`config.mk`:
```
export PLATFORM = sky130hd
export DESIGN_NAME = cat_apb_frontend
export DESIGN_NICKNAME = d
export VERILOG_FILES = /design/src/rtl/cat_apb_frontend.sv
export SDC_FILE = /design/constraint.sdc
export NUM_CORES = 1
export LEC_CHECK = 0
export ABC_AREA = 1
export CORE_MARGIN = 5
export CORE_UTILIZATION = 41
export DETAILED_ROUTE_END_ITERATION = 10
export HOLD_SLACK_MARGIN = 0.03
export MAX_ROUTING_LAYER = met4
export PLACE_DENSITY = 0.79
export SLEW_MARGIN = 20
export SYNTH_ARGS = -nofsm -noshare
export SYNTH_HDL_FRONTEND = slang
export SYNTH_SLANG_ARGS = --single-unit
export TNS_END_PERCENT = 10
```
`constraint.sdc`:
```
create_clock -name clk -period 1.9 [get_ports clk]
set_input_delay 0.475 -clock clk [delete_from_list [all_inputs] [get_ports clk]]
set_output_delay 0.475 -clock clk [all_outputs]
set_load 0.02 [all_outputs]
```
`src/rtl/cat_apb_frontend.sv`:
```
// APB3 slave front-end for the cat recognizer: control/status registers,
// image/weight memory write port, core start sequencing and verdict latch.
module cat_apb_frontend #(
    parameter int unsigned Amba_Word        = 24,
    parameter int unsigned Amba_Addr_Depth  = 13,
    parameter int unsigned Weight_precision = 5
) (
    input  logic                       clk,
    input  logic                       rst,
    input  logic [Amba_Addr_Depth-1:0] PADDR,
    input  logic                       PSEL,
    input  logic                       PENABLE,
    input  logic                       PWRITE,
    input  logic [Amba_Word-1:0]       PWDATA,
    output logic [Amba_Word-1:0]       PRDATA,
    output logic                       mem_we,
    output logic [Amba_Addr_Depth-1:0] mem_addr,
    output logic [Amba_Word-1:0]       mem_wdata,
    output logic                       core_start,
    input  logic                       core_done,
    input  logic                       core_result,
    output logic                       CatRecOut
);

    typedef enum logic [1:0] {
        ST_IDLE  = 2'd0,
        ST_START = 2'd1,
        ST_BUSY  = 2'd2,
        ST_DONE  = 2'd3
    } state_e;

    state_e                       state_q, state_d;
    logic [Amba_Word-1:0]         prdata_q, prdata_d;
    logic                         mem_we_q, mem_we_d;
    logic [Amba_Addr_Depth-1:0]   mem_addr_q, mem_addr_d;
    logic [Amba_Word-1:0]         mem_wdata_q, mem_wdata_d;
    logic                         core_start_q, core_start_d;
    logic                         cat_rec_out_q, cat_rec_out_d;
    logic                         done_q, done_d;
    logic                         result_q, result_d;
    logic                         err_q, err_d;
    logic [Weight_precision-1:0]  cfg_q, cfg_d;

    logic wr_commit;
    logic rd_setup;
    logic is_ctrl;
    logic is_status;
    logic is_cfg;
    logic is_mem;
    logic busy;
    logic start_req;

    // Bus decode
    always_comb begin
        wr_commit = PSEL & PENABLE & PWRITE;
        rd_setup  = PSEL & ~PENABLE & ~PWRITE;
        is_ctrl   = (PADDR == Amba_Addr_Depth'(0));
        is_status = (PADDR == Amba_Addr_Depth'(1));
        is_cfg    = (PADDR == Amba_Addr_Depth'(2));
        is_mem    = (PADDR >= Amba_Addr_Depth'(4));
        busy      = (state_q == ST_START) || (state_q == ST_BUSY);
        start_req = wr_commit & is_ctrl & PWDATA[0];
    end

    // Next-state, register file and output logic
    always_comb begin
        state_d       = state_q;
        prdata_d      = prdata_q;
        mem_we_d      = 1'b0;
        mem_addr_d    = mem_addr_q;
        mem_wdata_d   = mem_wdata_q;
        core_start_d  = 1'b0;
        cat_rec_out_d = cat_rec_out_q;
        done_d        = done_q;
        result_d      = result_q;
        err_d         = err_q;
        cfg_d         = cfg_q;

        if (rd_setup) begin
            if (is_status) begin
                prdata_d = Amba_Word'({err_q, result_q, done_q, busy});
            end else if (is_cfg) begin
                prdata_d = Amba_Word'(cfg_q);
            end else begin
                prdata_d = '0;
            end
        end

        if (wr_commit) begin
            if (start_req) begin
                if (busy) begin
                    err_d = 1'b1;
                end else begin
                    // A new run invalidates the previous verdict bits
                    state_d  = ST_START;
                    done_d   = 1'b0;
                    result_d = 1'b0;
                end
            end
            if (is_status) begin
                done_d = 1'b0;
                err_d  = 1'b0;
            end
            if (is_cfg) begin
                cfg_d = PWDATA[Weight_precision-1:0];
            end
            if (is_mem) begin
                if (busy) begin
                    err_d = 1'b1;
                end else begin
                    mem_we_d    = 1'b1;
                    mem_addr_d  = PADDR;
                    mem_wdata_d = PWDATA;
                end
            end
        end

        unique case (state_q)
            ST_IDLE: begin
            end
            ST_START: begin
                state_d = ST_BUSY;
            end
            ST_BUSY: begin
                // Verdict set takes priority over a same-cycle STATUS clear
                if (core_done) begin
                    state_d       = ST_DONE;
                    cat_rec_out_d = core_result;
                    done_d        = 1'b1;
                    result_d      = core_result;
                end
            end
            ST_DONE: begin
                if (!start_req) begin
                    state_d = ST_IDLE;
                end
            end
            default: begin
                state_d = ST_IDLE;
            end
        endcase

        core_start_d = (state_d == ST_START);
    end

    always_ff @(posedge clk) begin
        if (rst) begin
            state_q       <= ST_IDLE;
            prdata_q      <= '0;
            mem_we_q      <= 1'b0;
            mem_addr_q    <= '0;
            mem_wdata_q   <= '0;
            core_start_q  <= 1'b0;
            cat_rec_out_q <= 1'b0;
            done_q        <= 1'b0;
            result_q      <= 1'b0;
            err_q         <= 1'b0;
            cfg_q         <= '0;
        end else begin
            state_q       <= state_d;
            prdata_q      <= prdata_d;
            mem_we_q      <= mem_we_d;
            mem_addr_q    <= mem_addr_d;
            mem_wdata_q   <= mem_wdata_d;
            core_start_q  <= core_start_d;
            cat_rec_out_q <= cat_rec_out_d;
            done_q        <= done_d;
            result_q      <= result_d;
            err_q         <= err_d;
            cfg_q         <= cfg_d;
        end
    end

    assign PRDATA     = prdata_q;
    assign mem_we     = mem_we_q;
    assign mem_addr   = mem_addr_q;
    assign mem_wdata  = mem_wdata_q;
    assign core_start = core_start_q;
    assign CatRecOut  = cat_rec_out_q;

endmodule

```
# Yosys cells after proc, flatten, opt, wreduce, memory -nomap -nowiden
# Cells that the tools add are included.
# op_classes
order_cmp	1
n_div	0
n_shift	0
mux	25
n_eq_ne	6
n_reduce_logical	6
n_mul	0
addsub	0
n_bitwise	11
# op_table
cell	count
2-to-1 mux 1 bit	17
equality test 13 x 1 -> 1 bit (second input constant)	1
equality test 13 x 2 -> 1 bit (second input constant)	1
>= comparator 13 x 3 -> 1 bit (second input constant)	1
zero test 13 bit	1
2-to-1 mux 2 bit	5
2-to-1 mux 5 bit	2
bitwise AND 1 bit	6
case mux 2 bit (3 select lines)	1
inverter 1 bit	5
equality test 2 x 1 -> 1 bit (second input constant)	2
equality test 2 bit (second input constant)	2
AND reduction 2 bit	2
AND reduction 3 bit	1
OR reduction 3 bit	1
logical OR 1 bit	1
# totals
ramBits	0
out_inout_bits	64
n_memories	0
latchBits	0
register_bits	74
input_bits	44
wordCells	60
romBits	0

# Depth between registers and ports, before layout
# logic_depth
ltp_word	9
ltp_mapped	9
mapped_depth_nobuf	9

# Worst setup path before layout
# No wires, ideal clock.
# synth_path
path_type	input to register
startpoint	input port PADDR[9]
endpoint	register mem_addr_q[10] (netlist: mem_addr[10])
path_buffers	1
stages	9
setup_time_ns	0.116
slack_ns	0.400
t_required_ns	1.784
t_arrival_ns	1.384
path_cell_list	nor2_1 > nand3b_2 > nor2_8 > nand2_4 > nand3_4 > inv_2 > buf_2 > nor2_1 > nor2_1
# synth_via
elab_chain_cells	2
# synth_lines
element	line	text
start: declaration	10	input logic [Amba_Addr_Depth-1:0] PADDR,
>= comparator 13 x 3 -> 1 bit	60	is_mem = (PADDR >= Amba_Addr_Depth'(4));
AND reduction 3 bit (no line)	--	
end signal: assignment	163	mem_addr_q <= mem_addr_d;
end: declaration	35	logic [Amba_Addr_Depth-1:0] mem_addr_q, mem_addr_d;
# Every way passes these cells.
# A chain may end at the register's enable or synchronous reset.

# Final worst setup path
# layout_path
startpoint	register mem_addr_q[0] (netlist: mem_addr[0])
endpoint	output port mem_addr[0]
# layout_rtl
element	line	text
end: declaration	17	output logic [Amba_Addr_Depth-1:0] mem_addr,
# No word-level cell between the ends.

==> results_dict.tcl <==
set metrics [dict create \
    status "finished clean" \
    maxCapViolCount 0 \
    async_reset_ff_share_pct 0 \
    grt_max_degree 44 \
    fin_nets 455 \
    die_height_microns 86.15 \
    skew_ns 0.003334 \
    r2r_cells 7 \
    yosysMostFrequentCell "nor2_1" \
    arrival_ns 1.28 \
    nFillCells 536 \
    cp-start-kind "flip-flop" \
    htreeDepth 2 \
    cts_tree "yes" \
    netlist_top_cells_count "nor2_1 (83), dfxtp_1 (55), nand2_1 (31), o21ai_0 (27)" \
    worstHoldPathType "flip-flop to flip-flop" \
    die_w_microns 86.15 \
    hold_end "cfg_q[3]$_SDFFE_PP0P_" \
    synthesis.area_sq_um 2377 \
    path_buf_inv 1 \
    postCtsHoldBufs 0 \
    avgSynthCellArea_sq_um 7.619 \
    synth_seq_area_share_pct 46.32 \
    grt_pass1_vias 2176 \
    synth_edf_count 0 \
    wl_per_cell_microns 12.06 \
    timing.final.crit_period_ns 1.756 \
    synth_area_leaders "dfxtp_1 (46%), nor2_1 (13%), buf_4 (6.0%)" \
    path_clk_slew_ns 0.10 \
    r2r-start "state_q[0]$_SDFF_PP0_" \
    worst_slack_ns 0.1437 \
    vias 2194 \
    grt_overflow_total 0 \
    synth-seq-cells 55 \
    crit_type "flip-flop to output port" \
    crit_chain "clkdlybuf4s50_1" \
    holdPathStages 2 \
    max_freq_mhz 569.4 \
    cts_root_buf "clkbuf_8" \
    row_count 27 \
    start_util_pct 42.65 \
    design_area_sq_um 3473 \
    worstReg2RegEnd "mem_wdata[7]$_SDFFE_PP0P_" \
    hold_viol 0 \
    core-area_sq_um 5574 \
    rrSetupSlack_ns 0.33 \
    drtPass1Iterations 4 \
    drv_slew 0 \
    finalCritPeriodShare_pct 92.44 \
    p_leak_nw 1.431 \
    worst-path-stages 1 \
    synth_adder_area_share_pct 2.105 \
    rsz0062_at_grt "no" \
    critPathMaxStageDelay_ns 0.62 \
    synthFlopType "dfxtp_1" \
    syn-instance-count 312 \
    gp_congestion 0.8283 \
    drive_above_1_share_pct 7.108 \
    cpMaxStageDelayCell "clkdlybuf4s50_1" \
    ios 108 \
    via_per_inst 4.571 \
    min_from "cfg_q[3]$_SDFFE_PP0P_" \
    final_cells 480 \
    synth_top_area_share_pct 46.32 \
    placed_area_sq_um 3341 \
    drc_errors 0 \
    cp-startpoint "mem_addr[0]$_SDFFE_PP0P_" \
    cts_buffers 5 \
    first_iter_violations 97 \
    drt_wl_total_microns 5789 \
    synth_top_family_by_area "simple AND/OR/NAND/NOR gates" \
    synth-compound-area-share_pct 12.21 \
    synth_warnings 0 \
    synth_cell_type_count 26 \
    clock_path_buffers 2 \
    ant_nets 0 \
    clk_latency_ns 0.31 \
    yosys.area.top_type "dfxtp_1" \
    worst-path-max-fanout 2 \
    critPathRequiredTime_ns 1.42 \
    pre_cts_ws_ns -0.1543 \
    cpLargestDelayFamily "buffers and inverters" \
    antenna_found_initial 0 \
    grt_use_total_pct 16.43 \
    cts_sinks 55 \
    setup_tns_ns 0 \
    portBuffers 88 \
    synth_xor_area_share_pct 0 \
    grt_pass1_wl_microns 9466 \
    dpl.cell_count 472 \
    post_cts.repair.setup_buffers 0 \
    max-vdd-ir-drop_mv 0.4593 \
    ctsResizeCount 0 \
    power_density_nw_per_um2 730.3 \
    syn_to_final_growth_pct 46.11 \
    worstSetupEndpointType "output port" \
    antenna_cells 0 \
    synthMuxAreaShare_pct 0 \
    yosys.area_share.simple_pct 26.68 \
    setup_viol 0 \
    hpwl_microns 4495 \
    dieArea_sq_um 7421 \
]
-- metal layers --
layer	share of wire (%)	vias up	GRT usage (%)	routed length, microns
li1	-	1154	-	-
met1	43	966	18.11	2500
met2	48	68	28.10	2757
met4	1.1	0	4.748	64
met5	0	-	-	0
met3	8.1	6	5.476	467
-- kinds of logic after synthesis --
logic type | after synthesis
AND/OR/NAND/NOR | 143
AO/OA/AOI/OAI | 58
flip-flops | 55
buffers and inverters | 51
adder cells (fa/ha/maj) | 4
other | 1
-- flip-flops by register name (all words and copies together) (netlist names) --
register,flops
PRDATA,5
state_q,2
cfg_q,5
err_q,1
done_q,1
mem_we,1
mem_wdata,24
mem_addr,13
CatRecOut,1
result_q,1
core_start,1
-- how the worst max path moves through the flow --
stage and to:
3_3_place_gp cfg_q[4]$_SDFFE_PP0P_, 4_1_cts mem_addr[0], 2_1_floorplan mem_addr[10]$_SDFFE_PP0P_, 3_5_place_dp cfg_q[1]$_SDFFE_PP0P_
6_report mem_addr[0], 5_1_grt core_start$_SDFF_PP0_
-- cell usage in the layout, fill, tap and decap left out, types with 2 or more instances in the layout --
master and instances:
nand3b_2 2, o21ai_0 27, o21ai_1 16, inv_1 18, dfxtp_1 55, conb_1 19
a21oi_1 15, nor2_1 83, nand4_1 2, ha_1 4, buf_4 9, clkbuf_8 5
bufinv_16 2, nand2_1 31, clkdlybuf4s50_1 88, buf_12 4, nand3_1 19
-- final cells by class --
type	count	area [sq um]	share of cell area, %
flip-flops and latches	55	1101	31.70
multi-input cells	224	1046	30.12
repair buffers	101	1028	29.61
well taps	72	90.09	2.594
inverters	20	75.07	2.161
clock buffers	6	72.57	2.089
clock inverters	2	60.06	1.729
-- where the power goes --
| part | switching [W] | internal (W) |
|---|---|---|
| Combinational | 0.000213 | 0.000207 |
| Sequential | 0.0000200 | 0.00120 |
| Clock | 0.000375 | 0.000527 |
-- metrics by stage --
| stage | util [%] | hold WS, ns | power (W) |
|---|---|---|---|
| finish | 62.31 | 0.4465 | 0.002536 |
| global route | 62.31 | 0.4757 | 0.002660 |
| CTS | 62.31 | 0.4505 | 0.002564 |
| detailed placement | 59.93 | 0.4359 | 0.001663 |
| global placement | 59.93 | 0.4348 | 0.001655 |
| floorplan | - | 0.4234 | 0.001472 |
No activity file was read; power rests on OpenSTA's default activity.
